==> src/rtl/mips_multicycle_ctrl.sv <==
// Multi-cycle MIPS control FSM: sequences fetch/decode/execute/memory/write-back and drives the datapath.
// Define MIPS_CTRL_IMM_OPS_EN to enable addi/slti/andi/ori; otherwise those opcodes decode as illegal.
module mips_multicycle_ctrl (
  input  logic       clk,
  input  logic       reset,
  input  logic [5:0] instr_opcode,
  input  logic [5:0] instr_funct,
  input  logic       zero_flag,
  output logic [3:0] alu_select,
  output logic       alu_src_a,
  output logic [2:0] alu_src_b,
  output logic       pc_write,
  output logic [1:0] pc_source,
  output logic       i_or_d,
  output logic       mem_read,
  output logic       mem_write,
  output logic       ir_write,
  output logic       reg_write,
  output logic       reg_dst,
  output logic       mem_to_reg,
  output logic       illegal
);

  localparam logic [5:0] OP_RTYPE = 6'b000000;
  localparam logic [5:0] OP_LW    = 6'b100011;
  localparam logic [5:0] OP_SW    = 6'b101011;
  localparam logic [5:0] OP_BEQ   = 6'b000100;
  localparam logic [5:0] OP_J     = 6'b000010;
  localparam logic [5:0] OP_ADDI  = 6'b001000;
  localparam logic [5:0] OP_SLTI  = 6'b001010;
  localparam logic [5:0] OP_ANDI  = 6'b001100;
  localparam logic [5:0] OP_ORI   = 6'b001101;

  localparam logic [5:0] FN_ADD = 6'b100000;
  localparam logic [5:0] FN_SUB = 6'b100010;
  localparam logic [5:0] FN_AND = 6'b100100;
  localparam logic [5:0] FN_OR  = 6'b100101;
  localparam logic [5:0] FN_SLT = 6'b101010;

  localparam logic [3:0] ALU_AND = 4'b0000;
  localparam logic [3:0] ALU_OR  = 4'b0001;
  localparam logic [3:0] ALU_ADD = 4'b0010;
  localparam logic [3:0] ALU_SUB = 4'b0110;
  localparam logic [3:0] ALU_SLT = 4'b0111;

  localparam logic [2:0] SRCB_REG   = 3'b000;
  localparam logic [2:0] SRCB_FOUR  = 3'b001;
  localparam logic [2:0] SRCB_SEXT  = 3'b010;
  localparam logic [2:0] SRCB_SEXT2 = 3'b011;
  localparam logic [2:0] SRCB_ZEXT  = 3'b100;

  localparam logic [1:0] PCSRC_ALU  = 2'b00;
  localparam logic [1:0] PCSRC_OUT  = 2'b01;
  localparam logic [1:0] PCSRC_JUMP = 2'b10;

  typedef enum logic [3:0] {
    S_FETCH,
    S_DECODE,
    S_MEM_ADDR,
    S_MEM_RD,
    S_MEM_WB,
    S_MEM_WR,
    S_R_EX,
    S_R_WB,
    S_BRANCH,
    S_JUMP,
    S_IMM_EX,
    S_IMM_WB,
    S_ILLEGAL
  } state_t;

  state_t state_q, state_d;

  logic [3:0] r_alu;
  logic       r_legal;
  logic [3:0] imm_alu;
  logic [2:0] imm_src_b;
  logic       imm_op;
  logic       imm_legal;

  always_comb begin
    r_alu   = ALU_ADD;
    r_legal = 1'b1;
    case (instr_funct)
      FN_ADD:  r_alu = ALU_ADD;
      FN_SUB:  r_alu = ALU_SUB;
      FN_AND:  r_alu = ALU_AND;
      FN_OR:   r_alu = ALU_OR;
      FN_SLT:  r_alu = ALU_SLT;
      default: r_legal = 1'b0;
    endcase
  end

  always_comb begin
    imm_alu   = ALU_ADD;
    imm_src_b = SRCB_SEXT;
    imm_op    = 1'b1;
    case (instr_opcode)
      OP_ADDI: begin imm_alu = ALU_ADD; imm_src_b = SRCB_SEXT; end
      OP_SLTI: begin imm_alu = ALU_SLT; imm_src_b = SRCB_SEXT; end
      OP_ANDI: begin imm_alu = ALU_AND; imm_src_b = SRCB_ZEXT; end
      OP_ORI:  begin imm_alu = ALU_OR;  imm_src_b = SRCB_ZEXT; end
      default: imm_op = 1'b0;
    endcase
  end

  // Without the immediate feature these opcodes fall through to ILLEGAL.
`ifdef MIPS_CTRL_IMM_OPS_EN
  assign imm_legal = imm_op;
`else
  assign imm_legal = 1'b0 & imm_op;
`endif

  always_comb begin
    state_d = S_FETCH;
    case (state_q)
      S_FETCH:  state_d = S_DECODE;
      S_DECODE: begin
        if (instr_opcode == OP_RTYPE && r_legal)                 state_d = S_R_EX;
        else if (instr_opcode == OP_LW || instr_opcode == OP_SW) state_d = S_MEM_ADDR;
        else if (instr_opcode == OP_BEQ)                          state_d = S_BRANCH;
        else if (instr_opcode == OP_J)                            state_d = S_JUMP;
        else if (imm_legal)                                       state_d = S_IMM_EX;
        else                                                      state_d = S_ILLEGAL;
      end
      S_MEM_ADDR: state_d = (instr_opcode == OP_LW) ? S_MEM_RD : S_MEM_WR;
      S_MEM_RD:   state_d = S_MEM_WB;
      S_R_EX:     state_d = S_R_WB;
      S_IMM_EX:   state_d = S_IMM_WB;
      default:    state_d = S_FETCH;
    endcase
  end

  always_ff @(posedge clk or posedge reset) begin
    if (reset) state_q <= S_FETCH;
    else       state_q <= state_d;
  end

  // Moore decode of the state register; BRANCH alone looks at zero_flag.
  always_comb begin
    alu_select = ALU_AND;
    alu_src_a  = 1'b0;
    alu_src_b  = SRCB_REG;
    pc_write   = 1'b0;
    pc_source  = PCSRC_ALU;
    i_or_d     = 1'b0;
    mem_read   = 1'b0;
    mem_write  = 1'b0;
    ir_write   = 1'b0;
    reg_write  = 1'b0;
    reg_dst    = 1'b0;
    mem_to_reg = 1'b0;
    illegal    = 1'b0;
    case (state_q)
      S_FETCH: begin
        mem_read   = 1'b1;
        ir_write   = 1'b1;
        pc_write   = 1'b1;
        alu_src_b  = SRCB_FOUR;
        alu_select = ALU_ADD;
        pc_source  = PCSRC_ALU;
      end
      S_DECODE: begin
        alu_src_b  = SRCB_SEXT2;
        alu_select = ALU_ADD;
      end
      S_MEM_ADDR: begin
        alu_src_a  = 1'b1;
        alu_src_b  = SRCB_SEXT;
        alu_select = ALU_ADD;
      end
      S_MEM_RD: begin
        mem_read = 1'b1;
        i_or_d   = 1'b1;
      end
      S_MEM_WB: begin
        reg_write  = 1'b1;
        mem_to_reg = 1'b1;
      end
      S_MEM_WR: begin
        mem_write = 1'b1;
        i_or_d    = 1'b1;
      end
      S_R_EX: begin
        alu_src_a  = 1'b1;
        alu_src_b  = SRCB_REG;
        alu_select = r_alu;
      end
      S_R_WB: begin
        reg_write  = 1'b1;
        reg_dst    = 1'b1;
        alu_select = r_alu;
      end
      S_BRANCH: begin
        alu_src_a  = 1'b1;
        alu_src_b  = SRCB_REG;
        alu_select = ALU_SUB;
        pc_source  = PCSRC_OUT;
        pc_write   = zero_flag;
      end
      S_JUMP: begin
        pc_write  = 1'b1;
        pc_source = PCSRC_JUMP;
      end
      S_IMM_EX: begin
        alu_src_a  = 1'b1;
        alu_src_b  = imm_src_b;
        alu_select = imm_alu;
      end
      S_IMM_WB: begin
        reg_write = 1'b1;
      end
      S_ILLEGAL: begin
        illegal = 1'b1;
      end
      default: ;
    endcase

    // Reset must silence strobes immediately, not at the next edge.
    if (reset) begin
      alu_select = ALU_ADD;
      alu_src_a  = 1'b0;
      alu_src_b  = SRCB_FOUR;
      pc_write   = 1'b0;
      pc_source  = PCSRC_ALU;
      i_or_d     = 1'b0;
      mem_read   = 1'b0;
      mem_write  = 1'b0;
      ir_write   = 1'b0;
      reg_write  = 1'b0;
      reg_dst    = 1'b0;
      mem_to_reg = 1'b0;
      illegal    = 1'b0;
    end
  end

endmodule

==> config.mk <==
export PLATFORM = sky130hd
export DESIGN_NAME = mips_multicycle_ctrl
export DESIGN_NICKNAME = d
export VERILOG_FILES = /design/src/rtl/mips_multicycle_ctrl.sv
export SDC_FILE = /design/constraint.sdc
export NUM_CORES = 1
export LEC_CHECK = 0
export ABC_CLOCK_PERIOD_IN_PS = 2800
export BUFFER_PORTS_ARGS = -buffer_cell sky130_fd_sc_hd__buf_2
export CORE_AREA = 5 5 43 45
export CTS_BUF_LIST = sky130_fd_sc_hd__clkbuf_8
export DETAILED_ROUTE_END_ITERATION = 10
export DIE_AREA = 0 0 48 50
export HOLD_SLACK_MARGIN = 0.06
export PLACE_DENSITY = 0.82
export SLEW_MARGIN = 20
export SYNTH_ARGS = -nofsm -noshare
export SYNTH_HDL_FRONTEND = slang
export SYNTH_SLANG_ARGS = --single-unit
==> constraint.sdc <==
create_clock -name clk -period 2.8 [get_ports clk]
set_clock_uncertainty 0.05 [all_clocks]
set_input_delay 0.42 -clock clk [delete_from_list [all_inputs] [get_ports clk]]
set_output_delay 0.42 -clock clk [all_outputs]
set_load 0.02 [all_outputs]
==> results.ini <==
[setup_path]
reg2reg_slack_ns = 1.37
cp-end-kind = output pin
worstPathArrival_ns = 1.93
reg2reg_depth = 4
rr_startpoint = state_q[0]
worstPathMaxFanout = 17
cpPeakStageDelay_ns = 0.66
start_kind = register
cp_data_required_time_ns = 2.33
cp_num_buf_inv = 1
r2r_end = state_q[3]
cp_slowest_cell = dfrtp_1
cp_top_family = simple AND/OR/NAND/NOR gates
path_class = reg -> out
path_cells = and4bb_1, nand2_1, or3_1, a31oi_1, buf_2

[sta]
period_minus_slack_ns = 2.40
hold_viol_final = 0
setup_viol = 0
tightest_slew_ns = 0.524
fin_crit_sh = 0.855
rsz0062_at_grt = false
max_clock_freq_ghz = 0.418
max_slew_margin = 0.651
setup_ws_ns = 0.405
slew_violations = 0
tns_ns = 0

[final_layout]
area_delta_synth_final_pct = 29.1
fin_area_sq_um = 843
largest_reg_flops = 4
layout_common_cells = buf_2, nor2_1, nand2_1, nor3_1, nand2b_1
diodes = 0
layout_commonest_cell = buf_2
final_core_util = 0.587
drive_above_1_share = 0.336
fillers = 147
reg_top3 = state_q (4)
top_register = state_q
layout.nets = 139

[floorplan]
start_util = 0.455
ios = 34
die_height_microns = 50
dieArea_sq_mm = 0.00240
chipWidth_microns = 48
core_area_sq_mm = 0.00144
num_rows = 14

[synth]
synth-edff-count = 0
synthesis.area_sq_um = 653
seq_area_frac_synth = 0.153
synth_nets = 108
synth.ff_latch_count = 4
synth_cells = 93
syn_avg_cell_area_sq_um = 7.02
synth_ff_type = dfrtp_1
async_reset_ff_frac = 1.00
yosys_warnings = 0
yosysUniqueCellTypes = 39

[grt]
grt_pass1_vias = 675
grt_pass1_wl_microns = 2830
grt_max_degree = 18
grt_antenna_before_repair = 0
grt-ovfl-total = 0
track_usage = 0.159

[place]
dpl-instance-area_sq_um = 802
place_hpwl_microns = 1550
gp_congestion = 0.807
post-place-ws_ns = 0.671
io_buffers = 32

[detailed_routing]
drt_iter0_markers = 23
routed_via_density = 5.75
routed_wl_microns = 1970
wl_per_cell_microns = 14.3
ant_nets = 0
drc = 0
via_count = 794
dr.pass1.iters = 4

[clock_tree]
clkSinkCount = 4
cts_tree = built
holdBufCountCts = 0
htreeDepth = 1
clockBufferDepth = 2
postCtsResizedCells = 0
clkTransAtPathRegs_ns = 0.03
cts_made_buffers = 3
root_buffer = clkbuf_8
cts_setup_buffers = 0
clk_latency_ns = 0.21

[power]
irDropWorstVdd_v = 0.000271
leakage_uw = 0.000401
power.density_mw_per_mm2 = 438
power_uw = 369

[min_path]
hp-class = in -> async

[flow_run]
drv_cap = 0

[run_status]
run_status = finished clean

==> report_power, final <==
group,internal (uW),total [uW],switching (uW)
sequential,65.2,103,37.7
combinational,57.8,148,89.7
clock,91.4,119,27.3
==> stage by stage <==
step	hold slack, ns	cells
finish	0.161	138
global route	0.188	138
global placement	0.376	135
detailed placement	0.379	135
CTS	0.153	138
floorplan	0.353	93
==> how the worst max path moves through the flow <==
stage / start / endpoint / slack (ns) / depth (start not counted)
2_1_floorplan: reset / mem_read / 0.71 / 3
3_3_place_gp: state_q[3] / alu_select[2] / 0.73 / 5
3_5_place_dp: state_q[3] / alu_select[2] / 0.67 / 5
4_1_cts: state_q[3] / alu_select[2] / 0.44 / 5
5_1_grt: state_q[3] / alu_select[2] / 0.35 / 5
6_report: state_q[3] / alu_select[2] / 0.40 / 5
==> cells by family after synthesis <==
group / count (synthesis) / share of synthesized area
and+or+nand+nor: 56 / 0.510
AOI/OAI and AO/OA: 19 / 0.216
buffers and inverters: 10 / 0.0709
DFF: 4 / 0.153
muxes: 2 / 0.0307
xor gates and xnor gates: 1 / 0.0134
other: 1 / 0.00574
==> routing by layer <==
layer	vias to the layer above	part of all wire	track usage
met5	-	0	0
met4	0	0.0071	0.0852
met3	2	0.071	0.0145
met2	31	0.53	0.247
met1	361	0.40	0.207
li1	400	-	-
==> cell type report <==
class                           count  area [sq um]  area share
Clock buffer                        3          41.3      0.0490
Inverter                            4          15.0      0.0178
Multi-Input combinational cell     79           507       0.601
Sequential cell                     4           100       0.119
Tap cell                           16          20.0      0.0237
Timing Repair Buffer               32           160       0.190
==> cells in the mapped netlist (2+ instances only) <==
| library cell | n | area (sq um) |
|---|---|---|
| a21oi_1 | 3 | 15.0 |
| a31oi_1 | 3 | 18.8 |
| buf_2 | 4 | 20.0 |
| dfrtp_1 | 4 | 100 |
| inv_1 | 4 | 15.0 |
| mux2i_1 | 2 | 20.0 |
| nand2_1 | 8 | 30.0 |
| nand2b_1 | 5 | 31.3 |
| nand3_1 | 3 | 15.0 |
| nor2_1 | 9 | 33.8 |
| nor2b_1 | 4 | 25.0 |
| nor3_1 | 7 | 35.0 |
| nor3b_1 | 4 | 30.0 |
| nor4_1 | 3 | 18.8 |
| o2111ai_1 | 2 | 17.5 |
| o21ai_0 | 3 | 15.0 |
| or2_2 | 2 | 12.5 |
| or3_1 | 2 | 12.5 |
Power figures use the tool's default switching activity.
